===== config.mk =====
export PLATFORM = sky130hd
export DESIGN_NAME = pong_match_ctrl
export DESIGN_NICKNAME = d
export VERILOG_FILES = /design/src/rtl/pong_pkg.sv /design/src/rtl/pong_edge_detect.sv /design/src/rtl/pong_match_ctrl.sv
export SDC_FILE = /design/constraint.sdc
export NUM_CORES = 1
export LEC_CHECK = 0
export CORE_ASPECT_RATIO = 0.6
export CORE_MARGIN = 1
export CORE_UTILIZATION = 53
export DETAILED_ROUTE_END_ITERATION = 7
export HOLD_SLACK_MARGIN = 0.03
export PLACE_DENSITY = 0.8
export SYNTH_ARGS = -nofsm -noshare
export SYNTH_HDL_FRONTEND = slang
export SYNTH_SLANG_ARGS = --single-unit

===== constraint.sdc =====
create_clock -name clk -period 2.4 [get_ports clk]
set_input_delay 0.24 -clock clk [delete_from_list [all_inputs] [get_ports clk]]
set_output_delay 0.24 -clock clk [all_outputs]
set_load 0.02 [all_outputs]

===== src/rtl/pong_pkg.sv =====
// ---------------------------------------------------------------------------
// pong_pkg
// Shared definitions for the pong game blocks.
//   state_t           : match controller state encodings (IDLE..OVER)
//   SERVE_LEFT/RIGHT  : serve direction values seen by the graphics unit
//   DEFAULT_WIN_SCORE : default points to win, shared with pong_top
//   DEFAULT_SCORE_W   : default score width, shared with the seven-segment unit
//   max_int()         : helper for sizing counters from two frame counts
// ---------------------------------------------------------------------------
package pong_pkg;

  typedef enum logic [2:0] {
    IDLE  = 3'd0,
    SERVE = 3'd1,
    PLAY  = 3'd2,
    POINT = 3'd3,
    OVER  = 3'd4
  } state_t;

  localparam logic SERVE_LEFT  = 1'b0;
  localparam logic SERVE_RIGHT = 1'b1;

  localparam int DEFAULT_WIN_SCORE = 9;
  localparam int DEFAULT_SCORE_W   = 4;

  // Larger of two integers, used when sizing the shared frame counter.
  function automatic int max_int(input int a, input int b);
    return (a > b) ? a : b;
  endfunction

endpackage


===== src/rtl/pong_edge_detect.sv =====
// ---------------------------------------------------------------------------
// pong_edge_detect
// Rising-edge detector with a configurable reset value for its history flop.
// A history reset value of 1 means a level already high when reset releases
// is not reported as an edge.
//   clk    : system clock
//   reset  : asynchronous, active-high reset
//   sig    : level input to watch
//   rise   : high for the cycle in which sig is high and was low last cycle
// ---------------------------------------------------------------------------
module pong_edge_detect #(
  parameter logic RESET_VAL = 1'b1
) (
  input  logic clk,
  input  logic reset,
  input  logic sig,
  output logic rise
);

  logic sig_q;

  // History flop: remembers the previous level of sig every clock.
  always_ff @(posedge clk or posedge reset) begin
    if (reset) begin
      sig_q <= RESET_VAL;
    end else begin
      sig_q <= sig;
    end
  end

  // An edge is the current level high while the remembered level is low.
  assign rise = sig & ~sig_q;

endmodule


===== src/rtl/pong_match_ctrl.sv =====
// ---------------------------------------------------------------------------
// pong_match_ctrl
// Match controller for pong: owns scores, serve sequencing and game-over
// detection.
//   clk, reset   : system clock, asynchronous active-high reset
//   frame_tick   : one-cycle pulse per video frame
//   start        : debounced start level, only rising edges act
//   left_miss    : ball passed left paddle (right player scores)
//   right_miss   : ball passed right paddle (left player scores)
//   rand_bit     : random bit, picks direction of the first serve
//   left_score   : left player score (SCORE_W bits, saturating)
//   right_score  : right player score (SCORE_W bits, saturating)
//   ball_run     : high only in PLAY
//   ball_reset   : one-cycle pulse telling graphics to recentre the ball
//   serve_dir    : 0 = toward left, 1 = toward right
//   game_over    : high in OVER
//   winner       : 0 = left, 1 = right, valid while game_over
//   state_dbg    : current state encoding
// ---------------------------------------------------------------------------
module pong_match_ctrl
  import pong_pkg::*;
#(
  parameter int SCORE_W      = DEFAULT_SCORE_W,
  parameter int WIN_SCORE    = DEFAULT_WIN_SCORE,
  parameter int WIN_BY_TWO   = 0,
  parameter int SERVE_FRAMES = 60,
  parameter int POINT_FRAMES = 90
) (
  input  logic               clk,
  input  logic               reset,
  input  logic               frame_tick,
  input  logic               start,
  input  logic               left_miss,
  input  logic               right_miss,
  input  logic               rand_bit,
  output logic [SCORE_W-1:0] left_score,
  output logic [SCORE_W-1:0] right_score,
  output logic               ball_run,
  output logic               ball_reset,
  output logic               serve_dir,
  output logic               game_over,
  output logic               winner,
  output logic [2:0]         state_dbg
);

  localparam int CNT_W = $clog2(max_int(SERVE_FRAMES, POINT_FRAMES) + 1);

  localparam logic [CNT_W-1:0]   SERVE_LOAD = CNT_W'(SERVE_FRAMES);
  localparam logic [CNT_W-1:0]   POINT_LOAD = CNT_W'(POINT_FRAMES);
  localparam logic [CNT_W-1:0]   CNT_ONE    = CNT_W'(1);
  localparam logic [SCORE_W-1:0] WIN_VAL    = SCORE_W'(WIN_SCORE);
  localparam logic [SCORE_W-1:0] MAX_SCORE  = {SCORE_W{1'b1}};
  localparam logic [SCORE_W-1:0] SCORE_ONE  = SCORE_W'(1);
  localparam logic [SCORE_W:0]   LEAD_TWO   = (SCORE_W + 1)'(2);

  state_t             state;
  logic [CNT_W-1:0]   cnt;
  logic               start_rise;
  logic [SCORE_W:0]   left_ext;
  logic [SCORE_W:0]   right_ext;
  logic [SCORE_W:0]   lead;
  logic               left_wins;
  logic               right_wins;
  logic               cnt_expire;

  // Start button edge detector; history resets high so a button held
  // through reset release does not kick off a game.
  pong_edge_detect #(
    .RESET_VAL(1'b1)
  ) u_start_edge (
    .clk   (clk),
    .reset (reset),
    .sig   (start),
    .rise  (start_rise)
  );

  // Win evaluation from the registered scores. The lead is the larger score
  // minus the smaller one, done one bit wider so it can never wrap. The lead
  // clause only counts for the side that is actually ahead, and a saturated
  // score wins regardless of the lead since it can no longer grow.
  always_comb begin
    left_ext   = {1'b0, left_score};
    right_ext  = {1'b0, right_score};
    lead       = (left_ext >= right_ext) ? (left_ext - right_ext)
                                         : (right_ext - left_ext);
    left_wins  = (left_score >= WIN_VAL) &&
                 ((WIN_BY_TWO == 0) ||
                  ((left_score > right_score) && (lead >= LEAD_TWO)) ||
                  (left_score == MAX_SCORE));
    right_wins = (right_score >= WIN_VAL) &&
                 ((WIN_BY_TWO == 0) ||
                  ((right_score > left_score) && (lead >= LEAD_TWO)) ||
                  (right_score == MAX_SCORE));
    cnt_expire = frame_tick && (cnt == CNT_ONE);
  end

  // Match FSM with its frame counter, scores and all registered outputs.
  // ball_reset defaults low every cycle so each assignment of 1 is a single
  // cycle pulse. SERVE and POINT share one counter: it is loaded on entry and
  // only decrements on frame ticks seen while already in the state, so a
  // tick in the entry cycle is not counted.
  always_ff @(posedge clk or posedge reset) begin
    if (reset) begin
      state       <= IDLE;
      cnt         <= '0;
      left_score  <= '0;
      right_score <= '0;
      ball_run    <= 1'b0;
      ball_reset  <= 1'b0;
      serve_dir   <= SERVE_LEFT;
      game_over   <= 1'b0;
      winner      <= 1'b0;
    end else begin
      ball_reset <= 1'b0;
      case (state)
        IDLE, OVER: begin
          ball_run <= 1'b0;
          if (start_rise) begin
            left_score  <= '0;
            right_score <= '0;
            game_over   <= 1'b0;
            serve_dir   <= rand_bit;
            ball_reset  <= 1'b1;
            cnt         <= SERVE_LOAD;
            state       <= SERVE;
          end
        end

        SERVE: begin
          ball_run <= 1'b0;
          if (frame_tick) begin
            cnt <= cnt - CNT_ONE;
          end
          if (cnt_expire) begin
            ball_run <= 1'b1;
            state    <= PLAY;
          end
        end

        PLAY: begin
          ball_run <= 1'b1;
          if (left_miss && right_miss) begin
            serve_dir <= ~serve_dir;
            ball_run  <= 1'b0;
            cnt       <= POINT_LOAD;
            state     <= POINT;
          end else if (left_miss) begin
            if (right_score != MAX_SCORE) begin
              right_score <= right_score + SCORE_ONE;
            end
            serve_dir <= SERVE_LEFT;
            ball_run  <= 1'b0;
            cnt       <= POINT_LOAD;
            state     <= POINT;
          end else if (right_miss) begin
            if (left_score != MAX_SCORE) begin
              left_score <= left_score + SCORE_ONE;
            end
            serve_dir <= SERVE_RIGHT;
            ball_run  <= 1'b0;
            cnt       <= POINT_LOAD;
            state     <= POINT;
          end
        end

        POINT: begin
          ball_run <= 1'b0;
          if (frame_tick) begin
            cnt <= cnt - CNT_ONE;
          end
          if (cnt_expire) begin
            if (left_wins) begin
              game_over <= 1'b1;
              winner    <= 1'b0;
              state     <= OVER;
            end else if (right_wins) begin
              game_over <= 1'b1;
              winner    <= 1'b1;
              state     <= OVER;
            end else begin
              ball_reset <= 1'b1;
              cnt        <= SERVE_LOAD;
              state      <= SERVE;
            end
          end
        end

        default: begin
          ball_run <= 1'b0;
          state    <= IDLE;
        end
      endcase
    end
  end

  assign state_dbg = state;

endmodule


==> impl_metrics.toml <==
[timing]
fmax_mhz = 467
timing.final.max_slew_violations = 0
rsz0062_at_grt = "no"
post-route-min-period_ns = 2.14
max-slew-margin-rel = 0.646
tightest_slew_ns = 0.529
timing.clock.skew_ns = 0.00539
setup-tns-final_ns = 0
report.final.setup_viol = 0
final_hold_viol_count = 0
min_period_over_period = 0.893

[place]
finalWeightedCongestion = 0.883
dpl.hpwl_mm = 2.65
io_buffer_count = 22

[layout]
area_growth_syn_to_fin_pct = 20.4
diode_count = 0
fill_cells = 203
nNetsFinal = 198
fin_util = 0.692
layout-drive-gt1-share = 0.0989

[synthesis]
yosys_register_bits = 24
synth.top_cells.by_area = "sky130_fd_sc_hd__dfrtp_1, sky130_fd_sc_hd__ha_1, sky130_fd_sc_hd__nand3_1"
synth.cell_area_um2 = 1470
number_of_synthesized_flops_with_an_enable_pin = 0
synth_seq_area_share = 0.410
async_flop_share = 1.00
synth_top_flop_cell = "sky130_fd_sc_hd__dfrtp_1"
synth.yosys.warnings = 0
synth_cell_type_count = 47
mappedNetlistNets = 173
syn_area_per_cell_um2 = 9.30
synth_cells = 158
synth_top_cell_area_share = 0.392
netlist.top_cell.by_area = "sky130_fd_sc_hd__dfrtp_1"

[job]
cap_viol_max_count = 0

[clock_network]
cts.hold.buffers_added = 0
cts_repair_resize_count = 0
cts_buffer_depth = 2
cts_htree_levels = 1
insertion_delay_ns = 0.27
path_clk_slew_ns = 0.08
cts-root-buf = "sky130_fd_sc_hd__clkbuf_8"
post_cts_buffers = 0
clkSinkCount = 24
cts_buffers = 3
cts_tree = "done"

[drt]
antenna_violating_nets_post_route = 0
detail_route.drc_violations = 0
viasPerCell = 6.15
detail_route.iter0.violations = 112
postRouteWirelength_mm = 3.56
vias = 1316
drt-wirelength-per-cell_um = 16.7
number_of_iterations_in_the_first_detailed_routing_pass = 4

[setup_path]
worst_setup_path_end_kind = "flip-flop"
cp_max_fo = 7
r2r_end = "cnt[4]$_DFFE_PP0P_"
crit-reg2reg-launch = "right_score[0]$_DFFE_PP0P_"
worstPathArrival_ns = 2.33
startpoint_of_the_most_critical_setup_path = "right_score[0]$_DFFE_PP0P_"
crit_path_end = "cnt[4]$_DFFE_PP0P_"
critPathRequiredTime_ns = 2.59
worst-r2r-cell-count = 6
cp-start-kind = "flip-flop"
timing.reg2reg.setup_slack_ns = 0.26
timing.setup.critical_path_class = "flip-flop to flip-flop"

[pwr]
internal-power_uw = 831
vdd_ir_drop_max_mv = 0.445
share_of_power_burned_in_the_clock_network = 0.186
p_switching_uw = 491
seqPwrFrac = 0.473
total_leakage_power_uw = 0.000761
cellPowerDensity_nw_per_um2 = 747
power_frac_comb = 0.340
sw_frac_of_total = 0.371

[floorplanning]
design.die.area_um2 = 2990
num_io_pins = 23
core_um2 = 2560
die_w_um = 70.0
floorplan.initialDensity = 0.574
placement_rows = 14
die_height_um = 42.8

[worst_hold_path]
hp-class = "input port to asynchronous set/reset pin"

[global_route]
globalRouteOverflowTotal = 0
first_global_vias = 1274
globalRouteTotalUtil = 0.256
grt_max_degree = 25
grt_pass1_wl_mm = 5.93
antenna_found_initial = 0

[run_status]
outcome = "finished, final reports clean"
[cell type report]
| cell class | count | area [um^2] | share of cell area |
|---|---|---|---|
| inverters | 12 | 45.0 | 0.0255 |
| well taps | 32 | 40.0 | 0.0226 |
| multi-input cells | 115 | 779 | 0.441 |
| flip-flops and latches | 24 | 602 | 0.340 |
| clock buffers | 4 | 45.0 | 0.0255 |
| repair buffers | 27 | 258 | 0.146 |
[metrics by stage]
step                setup WS [ns]  hold slack [ns]  total power [uW]  cell area, um^2  std cells
floorplan                   0.424            0.244               910             1470        158
global placement            0.356            0.511              1050             1720        210
detailed placement          0.286            0.504              1080             1720        210
CTS                         0.280            0.322              1320             1770        214
global route               0.0837            0.358              1410             1770        214
finish                      0.257            0.311              1320             1770        214
[cell usage in the layout (no fill, tap or decap), types with 2 or more instances in the layout]
| cell type | synthesis | routed |
|---|---|---|
| sky130_fd_sc_hd__dfrtp_1 | 23 | 23 |
| sky130_fd_sc_hd__clkdlybuf4s50_1 | 0 | 22 |
| sky130_fd_sc_hd__nand3_1 | 14 | 14 |
| sky130_fd_sc_hd__o21ai_0 | 13 | 13 |
| sky130_fd_sc_hd__inv_1 | 12 | 12 |
| sky130_fd_sc_hd__nand2_1 | 9 | 9 |
| sky130_fd_sc_hd__a21oi_1 | 8 | 8 |
| sky130_fd_sc_hd__ha_1 | 8 | 8 |
| sky130_fd_sc_hd__nor2_1 | 7 | 7 |
| sky130_fd_sc_hd__a31oi_1 | 5 | 5 |
| sky130_fd_sc_hd__buf_4 | 0 | 5 |
| sky130_fd_sc_hd__o211ai_1 | 3 | 3 |
| sky130_fd_sc_hd__xnor2_1 | 3 | 3 |
| sky130_fd_sc_hd__or3b_2 | 3 | 3 |
| sky130_fd_sc_hd__or3_1 | 3 | 3 |
| sky130_fd_sc_hd__nor3_1 | 3 | 3 |
| sky130_fd_sc_hd__clkbuf_8 | 0 | 3 |
| sky130_fd_sc_hd__nor2b_1 | 2 | 2 |
| sky130_fd_sc_hd__o2111ai_1 | 2 | 2 |
| sky130_fd_sc_hd__and2_1 | 2 | 2 |
| sky130_fd_sc_hd__a22oi_1 | 2 | 2 |
| sky130_fd_sc_hd__mux2_2 | 2 | 2 |
| sky130_fd_sc_hd__or4_1 | 2 | 2 |
| sky130_fd_sc_hd__o31ai_1 | 2 | 2 |
[power by group through the flow]
stage	sequential (uW)	combinational [uW]	clock, uW
3_5_place_dp	628	449	0
2_1_floorplan	612	299	0
6_report	626	450	247
5_1_grt	642	502	267
3_3_place_gp	620	432	0
4_1_cts	622	450	251
[metal layers]
metal / share of wire / track usage / wire (um)
met5: 0 / 0 / 0
met4: 0.0036 / 0.0680 / 13
met3: 0.082 / 0.0713 / 294
met2: 0.44 / 0.404 / 1570
met1: 0.47 / 0.350 / 1690
[worst min path at each step]
| stage | depth (start not counted) | endpoint |
|---|---|---|
| global route | 3 | serve_dir$_DFFE_PP0P_ |
| CTS | 3 | serve_dir$_DFFE_PP0P_ |
| global placement | 2 | game_over$_DFFE_PP0P_ |
| floorplan | 0 | u_start_edge.sig_q$_DFF_PP1_ |
| detailed placement | 2 | game_over$_DFFE_PP0P_ |
| finish | 3 | serve_dir$_DFFE_PP0P_ |
[cell families (layout without fill, tap and decap cells)]
| family | Yosys count | count (layout) | synth area share |
|---|---|---|---|
| and+or+nand+nor | 57 | 57 | 0.226 |
| AOI/OAI and AO/OA | 43 | 43 | 0.191 |
| DFF | 24 | 24 | 0.410 |
| buffers and inverters | 19 | 43 | 0.0596 |
| adders and majority gates | 8 | 8 | 0.0681 |
| xor gates and xnor gates | 4 | 4 | 0.0239 |
| muxes | 3 | 3 | 0.0221 |
[registers in the layout, indices dropped and copies added (netlist names)]
signal              flops
cnt                     7
left_score              4
right_score             4
state_dbg               3
ball_reset              1
ball_run                1
game_over               1
serve_dir               1
u_start_edge.sig_q      1
winner                  1
[worst max-delay path, stage by stage, from the launching register on]
cell and delay [ns]:
sky130_fd_sc_hd__dfrtp_1 0.45, sky130_fd_sc_hd__inv_1 0.09, sky130_fd_sc_hd__ha_1 0.14, sky130_fd_sc_hd__or3b_2 0.49, sky130_fd_sc_hd__a221oi_1 0.52, sky130_fd_sc_hd__o221ai_1 0.25, sky130_fd_sc_hd__o211ai_1 0.13
[Yosys cell counts, types with 2 or more instances]
master / number
sky130_fd_sc_hd__o31ai_1: 2
sky130_fd_sc_hd__dfrtp_1: 23
sky130_fd_sc_hd__buf_6: 2
sky130_fd_sc_hd__clkbuf_1: 4
sky130_fd_sc_hd__o21ai_0: 13
sky130_fd_sc_hd__or4_1: 2
sky130_fd_sc_hd__a21oi_1: 8
sky130_fd_sc_hd__and2_1: 2
sky130_fd_sc_hd__xnor2_1: 3
sky130_fd_sc_hd__ha_1: 8
sky130_fd_sc_hd__nor2b_1: 2
sky130_fd_sc_hd__mux2_2: 2
sky130_fd_sc_hd__a31oi_1: 5
sky130_fd_sc_hd__a22oi_1: 2
sky130_fd_sc_hd__nor3_1: 3
sky130_fd_sc_hd__or3_1: 3
sky130_fd_sc_hd__inv_1: 12
sky130_fd_sc_hd__o211ai_1: 3
sky130_fd_sc_hd__nor2_1: 7
sky130_fd_sc_hd__or3b_2: 3
sky130_fd_sc_hd__nand3_1: 14
sky130_fd_sc_hd__nand2_1: 9
sky130_fd_sc_hd__o2111ai_1: 2
Note: power is estimated with default switching activity, not from simulation.
